==> src/rtl/iddr_gear_rx.sv <==
// iddr_gear_rx: multi-lane DDR input capture with per-lane gearbox and shared bitslip
module iddr_gear_rx #(
  parameter int LANES = 1,
  parameter int GEAR = 4,
  parameter string GSR = "ENABLED",
  localparam int SW = (GEAR > 2) ? $clog2(GEAR) : 1,
  localparam int PW = (GEAR > 2) ? $clog2(GEAR / 2) : 1
) (
  input  logic                   SCLK,
  input  logic                   RSTB,
  input  logic [LANES-1:0]       D,
  input  logic                   SLIP,
  output logic [LANES*GEAR-1:0]  Q,
  output logic                   QVALID,
  output logic [SW-1:0]          SLIP_OFF
);
  localparam logic [PW-1:0] P_LAST = PW'(GEAR / 2 - 1);
  localparam logic [SW-1:0] OFF_LAST = SW'(GEAR - 1);
  logic gsr_n, pur_n, rst;
  logic prime_d, prime_q;
  logic [LANES-1:0] r_d, r_q, f_d, f_q;
  logic [LANES-1:0][2*GEAR-1:0] h_sh, h_d, h_q;
  logic [PW-1:0] p_d, p_q;
  logic [SW-1:0] off_inc, off_d, off_q;
  logic [LANES*GEAR-1:0] q_d, q_q;
  logic word, qv_d, qv_q;
  // Global set/reset and power-up reset nets: inactive-high here, driven low by the device's global networks
  assign gsr_n = 1'b1;
  assign pur_n = 1'b1;
  assign rst = RSTB || (GSR == "ENABLED" && !gsr_n) || !pur_n;
  // Next state; prime_q holds the phase on the release edge so the first word carries only post-reset bits
  always_comb begin
    h_sh = '0;
    h_d = '0;
    q_d = q_q;
    prime_d = rst;
    r_d = rst ? '0 : D;
    f_d = rst ? '0 : D;
    off_inc = (off_q == OFF_LAST) ? '0 : off_q + 1'b1;
    off_d = rst ? '0 : SLIP ? off_inc : off_q;
    word = !rst && !prime_q && p_q == P_LAST;
    p_d = (rst || prime_q || word) ? '0 : p_q + 1'b1;
    qv_d = word;
    for (int l = 0; l < LANES; l++) begin
      h_sh[l] = {h_q[l][2*GEAR-3:0], r_q[l], f_q[l]};
      h_d[l] = rst ? '0 : h_sh[l];
      q_d[l*GEAR +: GEAR] = rst ? '0 : word ? h_sh[l][off_d +: GEAR] : q_q[l*GEAR +: GEAR];
    end
  end
  // Rising-edge capture, history, phase, offset and registered outputs
  always_ff @(posedge SCLK) begin
    prime_q <= prime_d;
    r_q <= r_d;
    h_q <= h_d;
    p_q <= p_d;
    off_q <= off_d;
    q_q <= q_d;
    qv_q <= qv_d;
  end
  // Falling-edge capture; reset is sampled on this edge as well
  always_ff @(negedge SCLK) f_q <= f_d;
  assign Q = q_q;
  assign QVALID = qv_q;
  assign SLIP_OFF = off_q;
endmodule

==> config.mk <==
export PLATFORM = sky130hd
export DESIGN_NAME = iddr_gear_rx
export DESIGN_NICKNAME = d
export VERILOG_FILES = /design/src/rtl/iddr_gear_rx.sv
export SDC_FILE = /design/constraint.sdc
export NUM_CORES = 1
export LEC_CHECK = 0
export ABC_AREA = 1
export ABC_CLOCK_PERIOD_IN_PS = 2700
export CAP_MARGIN = 5
export CORE_AREA = 4 4 41 43
export DETAILED_ROUTE_END_ITERATION = 8
export DIE_AREA = 0 0 45 47
export PLACE_DENSITY = 0.73
export SYNTH_ARGS = -nofsm -noshare
export SYNTH_HDL_FRONTEND = slang
export SYNTH_SLANG_ARGS = --single-unit
==> constraint.sdc <==
create_clock -name SCLK -period 2.7 [get_ports SCLK]
set_clock_uncertainty 0.05 [all_clocks]
set_input_delay 0.405 -clock SCLK [delete_from_list [all_inputs] [get_ports SCLK]]
set_output_delay 0.405 -clock SCLK [all_outputs]
set_load 0.1 [all_outputs]
# Yosys cells after proc, flatten, opt, wreduce, memory -nomap -nowiden
# Cells that the tools add are included.
# classes
add_sub_neg	2
mul	0
n_div	0
n_lt_le_gt_ge	0
n_eq_ne	1
shift	1
n_mux	4
n_bitwise	0
reduce_logical	6
# ops
operator	n
indexed part select 8 x 3 -> 4 bit	1
2-to-1 mux 2 bit	3
adder 2 x 1 -> 2 bit (second input constant)	1
equality test 2 bit (second input constant)	1
logical AND 1 bit	2
zero test 1 bit	2
logical OR 1 bit	2
adder 1 bit (second input constant)	1
2-to-1 mux 1 bit	1
# totals
register_bits	17
latch_bits	0
ram_bits	0
rom_bits	0
in_bits	4
output_inout_bits	7
n_memories	0

# Depth between registers and ports, before layout
# logic_depth
ltp_word	5
mapped_depth	8

==> flow_summary_export.csv <==
group,metric,value,unit
drt,drt_pass1_iterations,4,
setup_path,worstSetupPathType,"input port to flop",
power,power_density,655,nW/µm²
min_path,hp-class,"flop to flop",
drt,wire_per_inst,10.2,µm
clock_tree,clock-sinks,16,
timing,hold_viol_final,0,
timing,slew_headroom,0.761,
synth,ys_ff_latch,16,
min_path,min_path_cells,1,
placed_design,post-place-cells,104,
setup_path,r2r_start,"f_q",
synth,avgSynthCellArea,8.05,µm²
clock_tree,root_buffer,"clkbuf_4",
drt,num_vias,534,
timing,setup_viol,0,
setup_path,startpoint,"D",
timing,worstMarginPinSlew,0.359,ns
finish,synthToLayoutAreaGrowth,20.5,%
drt,drt_wl_total,1.10,mm
min_path,min_to,"p_q",
finish,final_cell_area,766,µm²
synth,yosys_warnings,0,
outcome,status,"finished clean",
setup_path,timing.rr.end,"Q[0]",
clock_tree,clk_pin_slew_worst_paths,0.10,ns
placed_design,dp_hpwl,834,µm
placed_design,port_buffers,10,
clock_tree,cts-buffers-inserted,3,
synth,ys_seq_area_frac,0.504,
grt,antenna_found_initial,0,
floorplan,core-area,1300,µm²
min_path,hp-start,"prime_q",
grt,track_usage,0.131,
floorplan,die_x,45,µm
drt,drt_iter0_markers,21,
timing,setup_ws,0.578,ns
setup_path,end_kind,"flop",
setup_path,startpoint_type,"input port",
floorplan,die_h,47,µm
synth,syn_area,636,µm²
finish,final_cells,108,
finish,final_cell_mix,"22 x nand3_1, 16 x dfxtp_1, 11 x nor2_1",
finish,final_common_cell,"nand3_1",
grt,grt_pass1_vias,523,
finish,drive_gt1_frac,0.226,
finish,nFillCells,120,
timing,worst_hold_slack,0.372,ns
grt,grt_remaining_overflow,0,
floorplan,design.die.area,2120,µm²
grt,grt_max_degree,11,
drt,drc,0,
timing,slew_viol_final,0,
floorplan,floorplan.initialDensity,0.488,
clock_tree,post-cts-setup-buffers,0,
drt,vias_per_cell,4.94,
finish,num_antenna_cells,0,
placed_design,pre_cts_slack,0.216,ns
power,p_leak,0.372,nW
setup_path,worstPathMaxFanout,2,
setup_path,reg2reg_slack,0.59,ns
grt,grt_pass1_wl,2.02,mm
placed_design,placed_cell_area,729,µm²
clock_tree,cts_tree,"done",
clock_tree,clockBufferDepth,2,
floorplan,ios,11,
setup_path,rr_worst_depth,4,
run,cap_viol_max_count,0,
setup_path,arrival,0.99,ns
placed_design,place_congestion,0.729,
clock_tree,cts_resized,0,
power,ir_worst_vdd,0.000334,V
timing,fin_setup_tns,0,ns
floorplan,row_count,13,
synth,syn_nets,84,
clock_tree,ctsHoldBuffers,0,
clock_tree,clk_latency,0.34,ns
timing,rsz0062_at_grt,"false",
setup_path,cp.required,1.57,ns
synth,synthDistinctLibCells,13,
finish,layout.nets,99,
drt,ant_nets,0,
clock_tree,cts-htree-levels,1,
synth,synthCells,79,
[worst max path at each step]
stage	endpoint	slack, ns	depth (start not counted)
floorplan	f_q	0.61	2
global placement	f_q	0.26	2
detailed placement	f_q	0.22	3
CTS	f_q	0.56	3
global route	Q[0]	0.52	4
finish	f_q	0.58	3
[state kept, by name, summed over array words and instances, names as in the netlist]
signal and cells:
p_q 1, QVALID 1, h_q 5, f_q 1, r_q 1, prime_q 1, Q 4, SLIP_OFF 2
[kinds of logic (layout without fill, tap and decap cells)]
group,Yosys count,in the layout,synth area share
AND/OR/NAND/NOR,48,48,0.368
flip-flops,16,16,0.504
buffers and inverters,13,27,0.0945
adder cells (fa/ha/maj),1,1,0.0197
AO/OA/AOI/OAI,1,1,0.0138
[metrics by stage]
step / utilization / power (mW)
after floorplan: - / 0.332
after detailed placement: 0.561 / 0.351
after global placement: 0.561 / 0.350
after CTS: 0.588 / 0.504
final: 0.588 / 0.502
after global routing: 0.588 / 0.526
[synth_stat cells, drive strengths merged]
library cell | count | area [µm²]
nand3 | 22 | 110
dfxtp | 16 | 320
nand2 | 13 | 66.3
inv | 12 | 45.1
nor2 | 12 | 52.6
buf | 1 | 15.0
ha | 1 | 12.5
nor3 | 1 | 5.00
o21ai | 1 | 8.76
[layout make-up]
type | count | area (µm²) | area share
Clock buffer | 4 | 36.3 | 0.0474
Clock inverter | 1 | 3.75 | 0.00490
Inverter | 11 | 41.3 | 0.0539
Multi-Input combinational cell | 50 | 255 | 0.333
Sequential cell | 16 | 320 | 0.418
Tap cell | 15 | 18.8 | 0.0245
Timing Repair Buffer | 11 | 90.1 | 0.118
[critical path: stages]
cell             delay (ns)
clkdlybuf4s50_1        0.45
inv_1                  0.03
nor2_1                 0.10
[power by group]
part / internal, mW / switching [mW] / total, mW
logic: 0.0243 / 0.0637 / 0.0880
clock network: 0.0840 / 0.0768 / 0.161
registers: 0.246 / 0.00680 / 0.253
[per-layer routing]
layer / share of wire / GRT usage / wire, µm
met1: 0.48 / 0.161 / 525
met5: 0 / 0 / 0
met4: 0.021 / 0.0702 / 23
met2: 0.44 / 0.218 / 485
met3: 0.057 / 0.0230 / 63
No activity file was read; power rests on OpenSTA's default activity.
==> RTL edit: new RTL, same flow settings <==
Add an input register stage for `D` and `SLIP`; this delays them by one clock.
--- a/src/rtl/iddr_gear_rx.sv
+++ b/src/rtl/iddr_gear_rx.sv
@@ -17,4 +17,13 @@
   localparam logic [PW-1:0] P_LAST = PW'(GEAR / 2 - 1);
   localparam logic [SW-1:0] OFF_LAST = SW'(GEAR - 1);
+
+  logic [LANES-1:0] D_q;
+  logic SLIP_q;
+
+  always_ff @(posedge SCLK) begin
+    D_q    <= D;
+    SLIP_q <= SLIP;
+  end
+
   logic gsr_n, pur_n, rst;
   logic prime_d, prime_q;
@@ -35,8 +44,8 @@
     q_d = q_q;
     prime_d = rst;
-    r_d = rst ? '0 : D;
-    f_d = rst ? '0 : D;
+    r_d = rst ? '0 : D_q;
+    f_d = rst ? '0 : D_q;
     off_inc = (off_q == OFF_LAST) ? '0 : off_q + 1'b1;
-    off_d = rst ? '0 : SLIP ? off_inc : off_q;
+    off_d = rst ? '0 : SLIP_q ? off_inc : off_q;
     word = !rst && !prime_q && p_q == P_LAST;
     p_d = (rst || prime_q || word) ? '0 : p_q + 1'b1;
Check against the original RTL: not checked (the comparison handles one clock edge and no latches or derived clocks); the edit may change what the design does.
==> RTL edit against the original RTL <==
- critical path depth decreased by 1
- global-route usage increased by 0.59 points
- sequential cell count increased by 2
- routed wire length is 0.18% higher
- critical endpoint unchanged
- non-clock buffer count stayed put
- via count grew 1.7%
- power grew 1.3%
- design area increased by 3.9%
- worst setup slack improved by 0.0074 ns
- critical path type unchanged
- synthesized area rose by 6.3%
==> RTL edit: results (changes against the original RTL) <==
multiplexer area fraction after synthesis=0% (unchanged); max reg flops=5 (unchanged); final net count=101 (+2.0%); wire per inst=9.99 µm (-1.6%); Crit-path slowest cell=clkdlybuf4s50_1; vias in the first global route=514 (-1.7%); Worst Path Arrival=0.94 ns (-0.05 ns); Post-Layout Cell Count=110 (+1.9%); dominant cells by area after synthesis=dfxtp_1 (53%), nand3_1 (16%), nor2_1 (6.1%); Seq/Total Area, Yosys=53.3% (+2.9 points); GRT Util Overall=13.7% (+0.59 points); Post-synth EDFFs=0 (unchanged); peak supply drop=0.294 mV (-12%); initial DRC count=12 (-43%); M1 wire length=495 µm (-5.7%); Via density=4.94 (-0.16%); Synth Net Count=86 (+2.4%); Worst Tran Pin Value=0.356 ns (-0.00247 ns); final hold slack=0.372 ns (+0.000111 ns); dpl hpwl=839 µm (+0.59%); first-pass GRT wire length=2010 µm (-0.69%); met3 routed WL=61 µm (-3.2%); CP max stage delay=0.48 ns (+0.03 ns); Synth Area in Compound Gates=1.30% (-0.082 points); Pleak=0.000383 µW (+2.9%); fraction of layout cells with a size suffix above 1=21.1% (-1.5 points); run status=finished, final reports clean; Post-Syn Instances=81 (+2.5%); Adder-Cell Fraction of Synth Area=1.85% (-0.12 points); gp weighted congestion=0.741 (+1.6%); share of the synthesized area in the top cell type=53.3% (+2.9 points); Detail Route met2 WL=503 µm (+3.7%); Synth Area in XOR/XNOR=0% (unchanged); Synth top cells by count=nand3_1 (22), dfxtp_1 (18), nor2_1 (11), inv_1 (10), nand2_1 (8)
==> RTL edit: changes by cell type in the layout (fill, tap and decap cells not counted) <==
cell and change:
clkbuf_8 -1, clkbuf_1 +1, dfxtp_1 +2
==> RTL edit: worst paths after layout <==
check        startpoint  endpoint  cells after the start
max                RSTB       f_q                      2
min             prime_q       p_q                      1
max reg2reg         f_q      Q[0]                      4
min reg2reg     prime_q       p_q                      1
==> RTL edit: routing by layer <==
| metal | global-route usage [%] | vias up |
|---|---|---|
| met2 | 23.2 | 13 |
| met5 | 0 | - |
| met1 | 13.8 | 239 |
| li1 | - | 286 |
| met3 | 3.45 | 5 |
| met4 | 12.3 | 0 |
==> RTL edit: cell type report <==
type	instances	area [µm²]
fill	124	505
sequential	18	360
multi-input combinational	50	255
timing repair buffer	11	90.1
inverter	11	41.3
clock buffer	4	26.3
tap	15	18.8
clock inverter	1	3.75
==> RTL edit: stage by stage <==
step           total power, µW  setup slack [ns]  area [µm²]
6_report                   508             0.586         796
4_1_cts                    514             0.587         796
5_1_grt                    542             0.512         796
3_5_place_dp               383             0.238         769
3_3_place_gp               382             0.257         769
2_1_floorplan              365             0.613         676
==> RTL edit: cells by family (layout without fill, tap and decap cells) <==
family,Yosys count,in the layout
AO/OA/AOI/OAI,1,1
adder cells (fa/ha/maj),1,1
buffers and inverters,13,27
flip-flops,18,18
AND/OR/NAND/NOR,48,48
==> RTL edit: power breakdown <==
| part | internal [µW] | switching (µW) |
|---|---|---|
| registers | 277 | 7.97 |
| clock network | 59.3 | 77.4 |
| logic | 24.2 | 62.3 |
